File: src/rtl/seven_seg_scan_driver.sv
// seven_seg_scan_driver
//
// Time-multiplexed hex driver for a common-anode seven-segment bank.
// The driver scans one digit per slot of REFRESH_DIV clocks. The first
// GUARD clocks of every slot keep all anodes off so the previous digit's
// segments never ghost onto the next one. New values enter through a
// shadow register. The shadow is copied into the displayed register only
// at a frame boundary, so a frame never shows a mix of old and new digits.
//
// Ports
//   clk        in   system clock, rising edge
//   reset      in   asynchronous, active-high reset
//   enable     in   1 = scanning; 0 = dark, scan held at slot 0
//   load       in   strobe: capture value/dp_in into the shadow register
//   value      in   DIGITS hex nibbles, nibble 0 = rightmost digit
//   dp_in      in   decimal point request per digit (1 = on)
//   blank_lz   in   1 = suppress leading zeros (sampled live)
//   seg        out  active-low segments {A,B,C,D,E,F,G}
//   dp_n       out  active-low decimal point
//   an         out  active-low anode enables, at most one low
//   pending    out  shadow holds a value not yet displayed
//   frame_done out  one-cycle pulse after each frame boundary
//
// Handshake: a load in any cycle is always accepted (there is no ready).
// The load sets pending until the next frame boundary consumes the shadow.
// A load in the boundary cycle goes straight to the display, and in that
// case pending never rises.
module seven_seg_scan_driver #(
    parameter int DIGITS      = 4,
    parameter int REFRESH_DIV = 50000,
    parameter int GUARD       = 2
) (
    input  logic                  clk,
    input  logic                  reset,
    input  logic                  enable,
    input  logic                  load,
    input  logic [4*DIGITS-1:0]   value,
    input  logic [DIGITS-1:0]     dp_in,
    input  logic                  blank_lz,
    output logic [6:0]            seg,
    output logic                  dp_n,
    output logic [DIGITS-1:0]     an,
    output logic                  pending,
    output logic                  frame_done
);

    localparam int CW = (REFRESH_DIV > 1) ? $clog2(REFRESH_DIV) : 1;
    localparam int IW = (DIGITS > 1) ? $clog2(DIGITS) : 1;

    localparam logic [CW-1:0] CNT_LAST  = CW'(REFRESH_DIV - 1);
    localparam logic [CW-1:0] CNT_GUARD = CW'(GUARD);
    localparam logic [IW-1:0] IDX_LAST  = IW'(DIGITS - 1);

    logic [CW-1:0]          cnt;
    logic [IW-1:0]          idx;
    logic [4*DIGITS-1:0]    shadow_val;
    logic [DIGITS-1:0]      shadow_dp;
    logic [4*DIGITS-1:0]    disp_val;
    logic [DIGITS-1:0]      disp_dp;

    logic                   slot_end;
    logic                   boundary;
    logic [3:0]             cur_nib;
    logic                   cur_dp;
    logic                   upper_zero;
    logic [DIGITS-1:0]      an_lit;
    logic                   blank_cur;

    // Active-low ABCDEFG patterns for hex 0..F.
    function automatic logic [6:0] decode(input logic [3:0] n);
        logic [6:0] s;
        case (n)
            4'h0: s = 7'b0000001;
            4'h1: s = 7'b1001111;
            4'h2: s = 7'b0010010;
            4'h3: s = 7'b0000110;
            4'h4: s = 7'b1001100;
            4'h5: s = 7'b0100100;
            4'h6: s = 7'b0100000;
            4'h7: s = 7'b0001111;
            4'h8: s = 7'b0000000;
            4'h9: s = 7'b0000100;
            4'hA: s = 7'b0001000;
            4'hB: s = 7'b1100000;
            4'hC: s = 7'b0110001;
            4'hD: s = 7'b1000010;
            4'hE: s = 7'b0110000;
            default: s = 7'b0111000;
        endcase
        return s;
    endfunction

    assign slot_end = (cnt == CNT_LAST);
    assign boundary = enable && slot_end && (idx == IDX_LAST);

    // Select the current digit's nibble, dp bit and anode pattern. The
    // digit counts as a leading zero when it and every nibble above it
    // are zero.
    always_comb begin
        cur_nib    = 4'h0;
        cur_dp     = 1'b0;
        upper_zero = 1'b0;
        an_lit     = '1;
        for (int i = 0; i < DIGITS; i++) begin
            if (idx == IW'(i)) begin
                cur_nib    = disp_val[4*i +: 4];
                cur_dp     = disp_dp[i];
                an_lit[i]  = 1'b0;
                upper_zero = ((disp_val >> (4*i)) == '0);
            end
        end
    end

    // Digit 0 always shows, so a zero value still displays "0".
    assign blank_cur = blank_lz && (idx != '0) && upper_zero;

    always_ff @(posedge clk or posedge reset) begin
        if (reset) begin
            cnt        <= '0;
            idx        <= '0;
            shadow_val <= '0;
            shadow_dp  <= '0;
            disp_val   <= '0;
            disp_dp    <= '0;
            pending    <= 1'b0;
            frame_done <= 1'b0;
            seg        <= 7'b1111111;
            dp_n       <= 1'b1;
            an         <= '1;
        end else begin
            if (load) begin
                shadow_val <= value;
                shadow_dp  <= dp_in;
            end

            frame_done <= boundary;

            if (!enable) begin
                // While dark the display simply follows the shadow, so
                // pending only lasts for the cycle after a load.
                cnt      <= '0;
                idx      <= '0;
                disp_val <= shadow_val;
                disp_dp  <= shadow_dp;
                pending  <= load;
            end else begin
                if (slot_end) begin
                    cnt <= '0;
                    idx <= (idx == IDX_LAST) ? '0 : idx + IW'(1);
                end else begin
                    cnt <= cnt + CW'(1);
                end

                if (boundary) begin
                    // A load in the boundary cycle bypasses the shadow.
                    disp_val <= load ? value : shadow_val;
                    disp_dp  <= load ? dp_in : shadow_dp;
                    pending  <= 1'b0;
                end else if (load) begin
                    pending <= 1'b1;
                end
            end

            // Outputs are registered from the pre-edge cnt/idx/disp.
            if (!enable || (cnt < CNT_GUARD)) begin
                an   <= '1;
                seg  <= 7'b1111111;
                dp_n <= 1'b1;
            end else begin
                an   <= an_lit;
                seg  <= blank_cur ? 7'b1111111 : decode(cur_nib);
                dp_n <= ~cur_dp;
            end
        end
    end

endmodule

File: config.mk
export PLATFORM = sky130hd
export DESIGN_NAME = seven_seg_scan_driver
export DESIGN_NICKNAME = d
export VERILOG_FILES = /design/src/rtl/seven_seg_scan_driver.sv
export SDC_FILE = /design/constraint.sdc
export NUM_CORES = 1
export LEC_CHECK = 0
export ABC_AREA = 1
export ABC_CLOCK_PERIOD_IN_PS = 4900
export BUFFER_PORTS_ARGS = -buffer_cell sky130_fd_sc_hd__buf_4
export CORE_MARGIN = 8
export CORE_UTILIZATION = 30
export CTS_CLUSTER_DIAMETER = 120
export DETAILED_ROUTE_END_ITERATION = 10
export PLACE_DENSITY = 0.55
export SETUP_SLACK_MARGIN = 0.1
export SLEW_MARGIN = 40
export SYNTH_ARGS = -nofsm -noshare
export SYNTH_HDL_FRONTEND = slang
export SYNTH_SLANG_ARGS = --single-unit
File: constraint.sdc
create_clock -name clk -period 4.9 [get_ports clk]
set_input_delay 0.245 -clock clk [delete_from_list [all_inputs] [get_ports clk]]
set_output_delay 0.245 -clock clk [all_outputs]
set_load 0.01 [all_outputs]
==> results of run 1 <==
## worst max-delay path by stage
stage	start	endpoint	slack (ps)	cells after the start
2_1_floorplan	reset	cnt[0]	2850	1
3_3_place_gp	idx[0]	seg[2]	2650	12
3_5_place_dp	idx[0]	seg[2]	2570	12
4_1_cts	idx[0]	seg[2]	2550	12
5_1_grt	idx[0]	seg[1]	2300	12
6_report	idx[0]	seg[2]	2560	12
## state kept, by name (all words and copies together) (netlist names)
register / cells
cnt: 16
disp_val: 16
shadow_val: 16
seg: 7
an: 4
disp_dp: 4
shadow_dp: 4
idx: 2
dp_n: 1
frame_done: 1
pending: 1
## worst min-delay path: stages
cell	delay (ps)
buf_4	110
inv_2	40
buf_6	480
## cell type report
cell class / count / area share, %
multi-input cells: 321 / 34.9
clock inverters: 7 / 2.18
flip-flops and latches: 72 / 41.7
repair buffers: 39 / 6.80
clock buffers: 9 / 5.17
inverters: 58 / 5.00
well taps: 147 / 4.22
## placed cells by master (no fill, tap or decap), drive strengths merged, types with 9 or more instances in the layout
master / netlist / layout
nor2: 63 / 63
ha: 11 / 11
a21oi: 33 / 33
nand3: 21 / 21
dfstp: 12 / 12
nor3: 12 / 12
o21ai: 27 / 27
inv: 57 / 58
nand2: 133 / 133
buf: 8 / 39
clkbuf: 7 / 9
dfrtp: 60 / 60
## layer usage
layer  up-vias  track usage, %  wire, um
li1       1540               -         -
met1      1367            14.6      3980
met2        54            18.1      3850
met3        10            3.38       388
met4         0            3.61       104
met5         -               0         0
## power by group
part / internal (mW) / switching (mW) / total, mW / leakage (nW)
clock: 0.446 / 0.256 / 0.702 / 0.156
combinational: 0.0631 / 0.106 / 0.169 / 1.10
sequential: 0.642 / 0.0228 / 0.664 / 0.891
## logic make-up (layout without fill, tap and decap cells)
| family | count (synthesis) | in the layout |
|---|---|---|
| simple gates | 237 | 237 |
| buf+inv | 73 | 113 |
| flops | 72 | 72 |
| compound gates | 71 | 71 |
| fa+ha+maj | 11 | 11 |
| xor+xnor | 2 | 2 |
==> metrics.cfg, run 1 <==
[route]
drt-pass1-iter-count=4
routed_via_density=4.55
post_drt_wl_per_cell_um=12.8
ant_nets=0
wirelength_um=8330
route.detailed.drc=0
via_count=2971
drt_iter0_drc=170

[sta]
rsz0062_at_grt=false
skew_ps=7.58
max_slew.worst_pin.slew_ps=667
whs_ps=87.2
slew-limit-headroom_pct=55.5
finalHoldViolCount=0
fin_ws_ps=2560
fin_crit_ps=2340
tns_ps=0
max_freq_mhz=428
setup_violations=0
finalCritPeriodShare_pct=47.7
slew_viol_final=0

[finish]
nFillCells=1243
fin_cells=653
num-nets-final=537
n_antenna_cell=0
multiInputGateArea_um2=1520
utilization_pct=36.6
seq_area_um2=1820
final_area_um2=4360
area.growth.synth_to_final_pct=19.9
layout-drive-gt1-share_pct=14.8

[synth]
yosys.area.top_type=dfrtp_1
yosysWarnings=0
ys_ff_latch=72
syn_avg_cell_area_um2=7.80
ys_types=34
synth_top_area_share_pct=41.3
synthSimpleGateAreaFrac_pct=27.0
synth-edff-count=0
synth_top_family_by_area=simple AND/OR/NAND/NOR gates
yosysSeqAreaShare_pct=50.0
muxShareOfSynthArea_pct=0
synth_compound_area_share_pct=10.5
synth.area.top_cells=dfrtp_1 41%, nand2_1 14%, dfstp_2 8.7%, nor2_1 6.1%, inv_1 5.8%
synthXorXnorAreaFrac_pct=0.482
synth.top_cells.by_count=132 x nand2_1, 60 x dfrtp_1, 59 x nor2_1
synth-main-ff-cell=dfrtp_1
synthAdderAreaFrac_pct=3.79
synth_cells=466
synthArstFlopShare_pct=100
syn-num-nets=502
netlist_area_um2=3640
synthMostInstantiatedCell=nand2_1

[worst_setup_path]
critPathCaptureType=flop
slowest_stage=dfrtp_1
crit_arrival_ps=2570
path_cells=inv_1 > ha_1 > inv_1 > nand3_1 > nand2_1 > nand2_1 > inv_1 > ha_1 > nand3_1 > nor2_1 > a21oi_1 > nand2_1
critPathBufInv=3
critPathLaunchType=flop
rr_worst_depth=12
critPathRequiredTime_ps=5130
r2r_setup_slack_ps=2560
rr_endpoint=seg[2]
path_max_fanout=8
reg2reg_from=idx[0]
critPathTopFamily=simple AND/OR/NAND/NOR gates
max_stage_delay_ps=400
criticalPathCategory=flop to flop

[grt]
grt_antenna_before_repair=0
track_usage_pct=11.4
first_global_vias=3094
grt_max_degree=73
grt_pass1_wl_um=14800
gr-total-overflow=0

[power]
power_mw=1.54
p_per_area_nw_per_um2=352
power_leakage_nw=2.14
vdd_drop_max_v=0.000156

[clock_tree]
clock_path_buffers=2
post_cts_buffers=0
root_buffer=clkbuf_16
ctsResizeCount=0
clock_sinks=72
cts_tree=done
cts-buffers-inserted=9
cts.reportedPaths.clkPinSlew_ps=60
clkLatencyLatePin_ps=330
post_cts_hold_buffer_count=0
h-tree-depth=3

[place]
post-place-ws_ps=2570
routabilityCongestion=0.864
dpl.hpwl_um=6000
place_area_um2=4030
port-buffer-count=38
dp.cells=637

[die]
die_w_um=126
die_area_um2=15900
core_um2=11900
die_y_um=126
rows=40
initial_core_util_pct=30.5
num_io_pins=39

[worst_hold_path]
hold_path.class=input port to asynchronous set/reset pin

[status]
outcome=finished, final reports clean

[run]
cap_violations=0

No activity file was read; power rests on OpenSTA's default activity.
==> inputs of run 2 (changes only) <==
Settings changed: ABC_CLOCK_PERIOD_IN_PS 4900 to 1950, PLACE_DENSITY 0.55 to 0.57.
Clock period 4.9 ns to 1.95 ns, I/O delays scaled along.
==> run 2 against run 1 <==
Effect of this change:
- total power grew to 2.6 times the previous value
- first-iteration DRC count shrank 5.9%
- fmax increased by 30%
- sequential share of layout area shrank 3.6 points
- critical path depth rose by 2
- register-to-register slack got worse by 2400 ps
- final area grew 9.5%
- die area is the same
- clock power rose to 2.6 times the previous value
- cell count increased by 3.5%
- flip-flop and latch count did not move
- worst setup slack worse by 2400 ps
- highest routed layer unchanged
==> metrics.cfg, run 2 (same netlist as run 1, synthesis figures left out) <==
[power]
pwr-share-seq_pct=41.5
power_mw=4.03
power_frac_comb_pct=12.5
vdd_drop_max_v=0.000457
p_sw_share_pct=24.2
internal_power_mw=3.06
p_per_area_nw_per_um2=846
power_leakage_nw=2.28
switchingPower_mw=0.975
power_frac_clock_pct=46.0

[die]
die_y_um=126
rows=40
num_io_pins=39
core_um2=11900
die_w_um=126
initial_core_util_pct=30.5
die_area_um2=15900

[worst_hold_path]
min_to=shadow_val[1]
hold_depth=3
hold_path.class=input port to flop
hold_start=value[1]

[clock_tree]
clock_path_buffers=2
h-tree-depth=3
cts-buffers-inserted=9
cts.reportedPaths.clkPinSlew_ps=60
clock_sinks=72
root_buffer=clkbuf_16
cts_tree=done
clkLatencyLatePin_ps=330

[sta]
skew_ps=6.54
finalCritPeriodShare_pct=92.2
max_freq_mhz=556
tns_ps=0
fin_crit_ps=1800
setup_violations=0
max_slew.worst_pin.slew_ps=465
finalHoldViolCount=0
slew_viol_final=0
slew-limit-headroom_pct=69.0
rsz0062_at_grt=true

[worst_setup_path]
critPathBufInv=3
rr_worst_depth=14
criticalPathCategory=flop to flop
worst_path_most_repeated_cell=nand2_2
path_cells=inv_4 > ha_4 > nand2_2 > nand2_2 > nand3_2 > nand2_2 > nand2_2 > buf_6 > inv_2 > ha_2 > nand2_2 > o21ai_1 > o21ai_1 > nand2_1
crit_arrival_ps=2070
critPathLaunchType=flop
path_max_fanout=6
reg2reg_from=idx[0]
startpoint=idx[0]
critPathRequiredTime_ps=2220
critPathTopFamily=simple AND/OR/NAND/NOR gates
rr_endpoint=seg[4]
slowest_stage=dfrtp_2
max_stage_delay_ps=460
critPathCaptureType=flop
r2r_setup_slack_ps=150

[grt]
gr-total-overflow=0
grt_pass1_wl_um=15100
grt_max_degree=42
track_usage_pct=11.6
grt_antenna_before_repair=0
first_global_vias=3275

[finish]
top_regs=cnt (16), disp_val (16), shadow_val (16)
multiInputGateArea_um2=1690
layout-drive-gt1-share_pct=25.7
fin_cells=676
utilization_pct=40.1
nFillCells=1235
seq_area_um2=1820
n_antenna_cell=0
final_cell_mix=118 x nand2_1, 59 x nor2_1, 58 x dfrtp_1, 56 x buf_4, 46 x inv_1
final_common_cell=nand2_1
area.growth.synth_to_final_pct=31.2
num-nets-final=561

[route]
route.detailed.drc=0
post_drt_wl_per_cell_um=13.3
drt-pass1-iter-count=4
ant_nets=0
drt_iter0_drc=160
routed_via_density=4.68
via_count=3166
wirelength_um=8960

[run]
cap_violations=0

[status]
outcome=finished, final reports clean

[place]
routabilityCongestion=0.853
dp.cells=652
port-buffer-count=38
dpl.hpwl_um=6500

## run 2: worst max path at each step
stage	to	slack, ps	cells past startpoint
2_1_floorplan	seg[1]	140	13
3_3_place_gp	seg[1]	90	12
3_5_place_dp	seg[3]	20	13
4_1_cts	seg[2]	100	11
5_1_grt	seg[4]	70	14
6_report	seg[4]	150	14
## run 2: stage by stage
step | worst slack [ps] | hold slack (ps) | area, um^2
6_report | 153 | 11.3 | 4770
3_3_place_gp | 85.1 | 149 | 4170
4_1_cts | 100 | 1.28 | 4560
3_5_place_dp | 22.4 | 157 | 4170
2_1_floorplan | 135 | 236 | 3640
5_1_grt | 69.5 | 13.8 | 4770
## run 2: power groups by stage
| stage | clock (mW) | sequential, mW | combinational, mW |
|---|---|---|---|
| after CTS | 1.90 | 1.68 | 0.458 |
| final | 1.85 | 1.67 | 0.506 |
| after floorplan | 0 | 1.69 | 0.283 |
| after detailed placement | 0 | 1.70 | 0.451 |
| after global placement | 0 | 1.70 | 0.440 |
| after global routing | 1.95 | 1.69 | 0.579 |
## run 2: metal layers
metal	vias to the layer above	global-route usage, %	share of wire [%]
met3	13	2.95	3.4
met1	1499	14.1	47
met5	-	0	0
li1	1600	-	-
met2	54	19.1	47
met4	0	5.17	2.1
## run 2: area by class of cell
cell class / count / area share (%)
Timing Repair Buffer: 63 / 10.8
Clock buffer: 9 / 4.72
Multi-Input combinational cell: 321 / 35.3
Sequential cell: 72 / 38.1
Tap cell: 147 / 3.86
Clock inverter: 6 / 2.28
Inverter: 58 / 4.90
## run 2: timing repair
item	CTS	global route
hold buffers	2	0
setup buffers	0	7
gates resized for setup	11	45
pin swaps	1	13
endpoints found under the hold margin	9	0
setup endpoints to repair	6	32
## run 2: worst register-to-register path, stage by stage, from the launching register on
cell and delay, ps:
dfrtp_2 460, inv_4 110, ha_4 180, nand2_2 50, nand2_2 60, nand3_2 60
nand2_2 80, nand2_2 80, buf_6 130, inv_2 40, ha_2 170, nand2_2 60
o21ai_1 90, o21ai_1 90, nand2_1 80
==> inputs of run 3 (changes only) <==
Settings changed: ABC_CLOCK_PERIOD_IN_PS 1950 to default, CORE_UTILIZATION 30 to 53, PLACE_DENSITY 0.57 to 0.85.
==> run 3 against run 2 <==
Effect of this change:
- via count grew 4.0%
- count of clock-buffer cells in the layout increased by 3
- final area down 1.7%
- worst hold slack got worse by 1.1 ps
- critical endpoint is now seg[5]
==> metrics.cfg, run 3 (same netlist as run 1, synthesis figures left out) <==
[power]
power_frac_clock_pct=35.9
switchingPower_mw=0.926
power_frac_comb_pct=15.6
vdd_drop_max_v=0.000427
power_leakage_nw=2.29
p_per_area_nw_per_um2=735
internal_power_mw=2.52
p_sw_share_pct=26.9
pwr-share-seq_pct=48.5

[sta]
setup_violations=0
finalHoldViolCount=0
whs_ps=10.2
slew-limit-headroom_pct=76.8
max_slew.worst_pin.slew_ps=348
skew_ps=14.1
slew_viol_final=0
finalCritPeriodShare_pct=96.8
max_freq_mhz=530
fin_crit_ps=1890
rsz0062_at_grt=true

[grt]
track_usage_pct=18.3
gr-total-overflow=0
first_global_vias=3247
grt_antenna_before_repair=0
grt_max_degree=46
grt_pass1_wl_um=14600

[finish]
final_cell_mix=121 x nand2_1, 59 x dfrtp_1, 58 x nor2_1, 57 x buf_4, 48 x inv_1
final_common_cell=nand2_1
fin_cells=624
top_regs=cnt (16), disp_val (16), shadow_val (16)
n_antenna_cell=0
area.growth.synth_to_final_pct=29.0
layout-drive-gt1-share_pct=24.4
num-nets-final=576

[worst_setup_path]
slowest_stage=dfrtp_1
criticalPathCategory=flop to flop
critPathLaunchType=flop
path_max_fanout=4
max_stage_delay_ps=410
critPathCaptureType=flop
critPathRequiredTime_ps=2240
reg2reg_from=idx[1]
crit_arrival_ps=2180
startpoint=idx[1]
worst_path_most_repeated_cell=nand2_1
path_cells=buf_4 > ha_4 > inv_1 > nand3_1 > nand2_1 > nand2_4 > buf_6 > ha_1 > nand3_1 > nand2_1 > inv_1 > nand2_1

[die]
die_area_um2=9770
initial_core_util_pct=54.1
num_io_pins=39
rows=30
die_y_um=98.8
die_w_um=98.8
core_um2=6720

[route]
wirelength_um=8900
via_count=3292
routed_via_density=5.28
ant_nets=0
drt_iter0_drc=155
post_drt_wl_per_cell_um=14.3
route.detailed.drc=0
drt-pass1-iter-count=4

[clock_tree]
clkLatencyLatePin_ps=360
cts-buffers-inserted=9
cts.reportedPaths.clkPinSlew_ps=70
cts_tree=done
h-tree-depth=3
clock_sinks=72
clock_path_buffers=2
root_buffer=clkbuf_8

[place]
port-buffer-count=38
dpl.hpwl_um=5910
routabilityCongestion=0.896
dp.cells=582

[worst_hold_path]
hold_start=value[11]
hold_path.class=input port to flop

[status]
outcome=finished, final reports clean

[run]
cap_violations=0

## run 3: per-stage QoR
| stage | setup slack, ps | area, um^2 | total power, mW | setup TNS (ps) | utilization, % |
|---|---|---|---|---|---|
| after floorplan | 135 | 3640 | 1.97 | 0 | - |
| after global placement | 115 | 4050 | 2.11 | 0 | 60.3 |
| after detailed placement | -43.9 | 4050 | 2.14 | -69.5 | 60.3 |
| after CTS | 83.4 | 4450 | 3.39 | 0 | 66.2 |
| after global routing | -39.1 | 4690 | 3.59 | -46.1 | 69.8 |
| final | 62.5 | 4690 | 3.45 | 0 | 69.8 |
## run 3: layout make-up
cell class	instances	area, um^2
Sequential cell	72	1820
Inverter	58	226
Timing Repair Buffer	78	663
Multi-Input combinational cell	321	1680
Clock inverter	3	40.0
Clock buffer	12	165
Fill cell	530	2030
Tap cell	80	100
## run 3: worst paths after layout
| check | slack (ps) | to | depth (start not counted) |
|---|---|---|---|
| setup reg to reg | 60 | seg[5] | 12 |
| setup / recovery | 60 | seg[5] | 12 |
| hold / removal | 10 | shadow_val[11] | 3 |
| hold reg to reg | 480 | cnt[0] | 1 |
| max in group asynchronous | 1210 | seg[4] | 4 |
| min in group asynchronous | 370 | cnt[7] | 4 |
## run 3: repair_timing
action | 4_1_cts | 5_1_grt
endpoints found under the setup margin | 7 | 34
setup buffers | 1 | 11
pin swaps | 0 | 15
gates resized for setup | 11 | 39
endpoints found under the hold margin | 74 | 0
hold buffers | 15 | 0
## run 3: power groups by stage
stage               Combinational, mW  Clock (mW)  Sequential [mW]
floorplan                       0.283           0             1.69
global placement                0.419           0             1.69
detailed placement              0.438           0             1.70
CTS                             0.467        1.25             1.67
global route                    0.606        1.30             1.68
finish                          0.536        1.24             1.67
## run 3: metal layers
metal  track usage [%]  wire length (um)  vias to the layer above
li1                  -                 -                     1619
met5                 0                 0                        -
met3              4.23               404                       12
met2              30.9              4540                       88
met1              21.6              3820                     1573
met4              8.15               134                        0
## run 3: critical path, delay by kind of cell, from the launching register on
family	cells	cell delay [ps]
flip-flops	1	410
AND/OR/NAND/NOR	6	520
adder cells (fa/ha/maj)	2	450
buffers and inverters	4	440
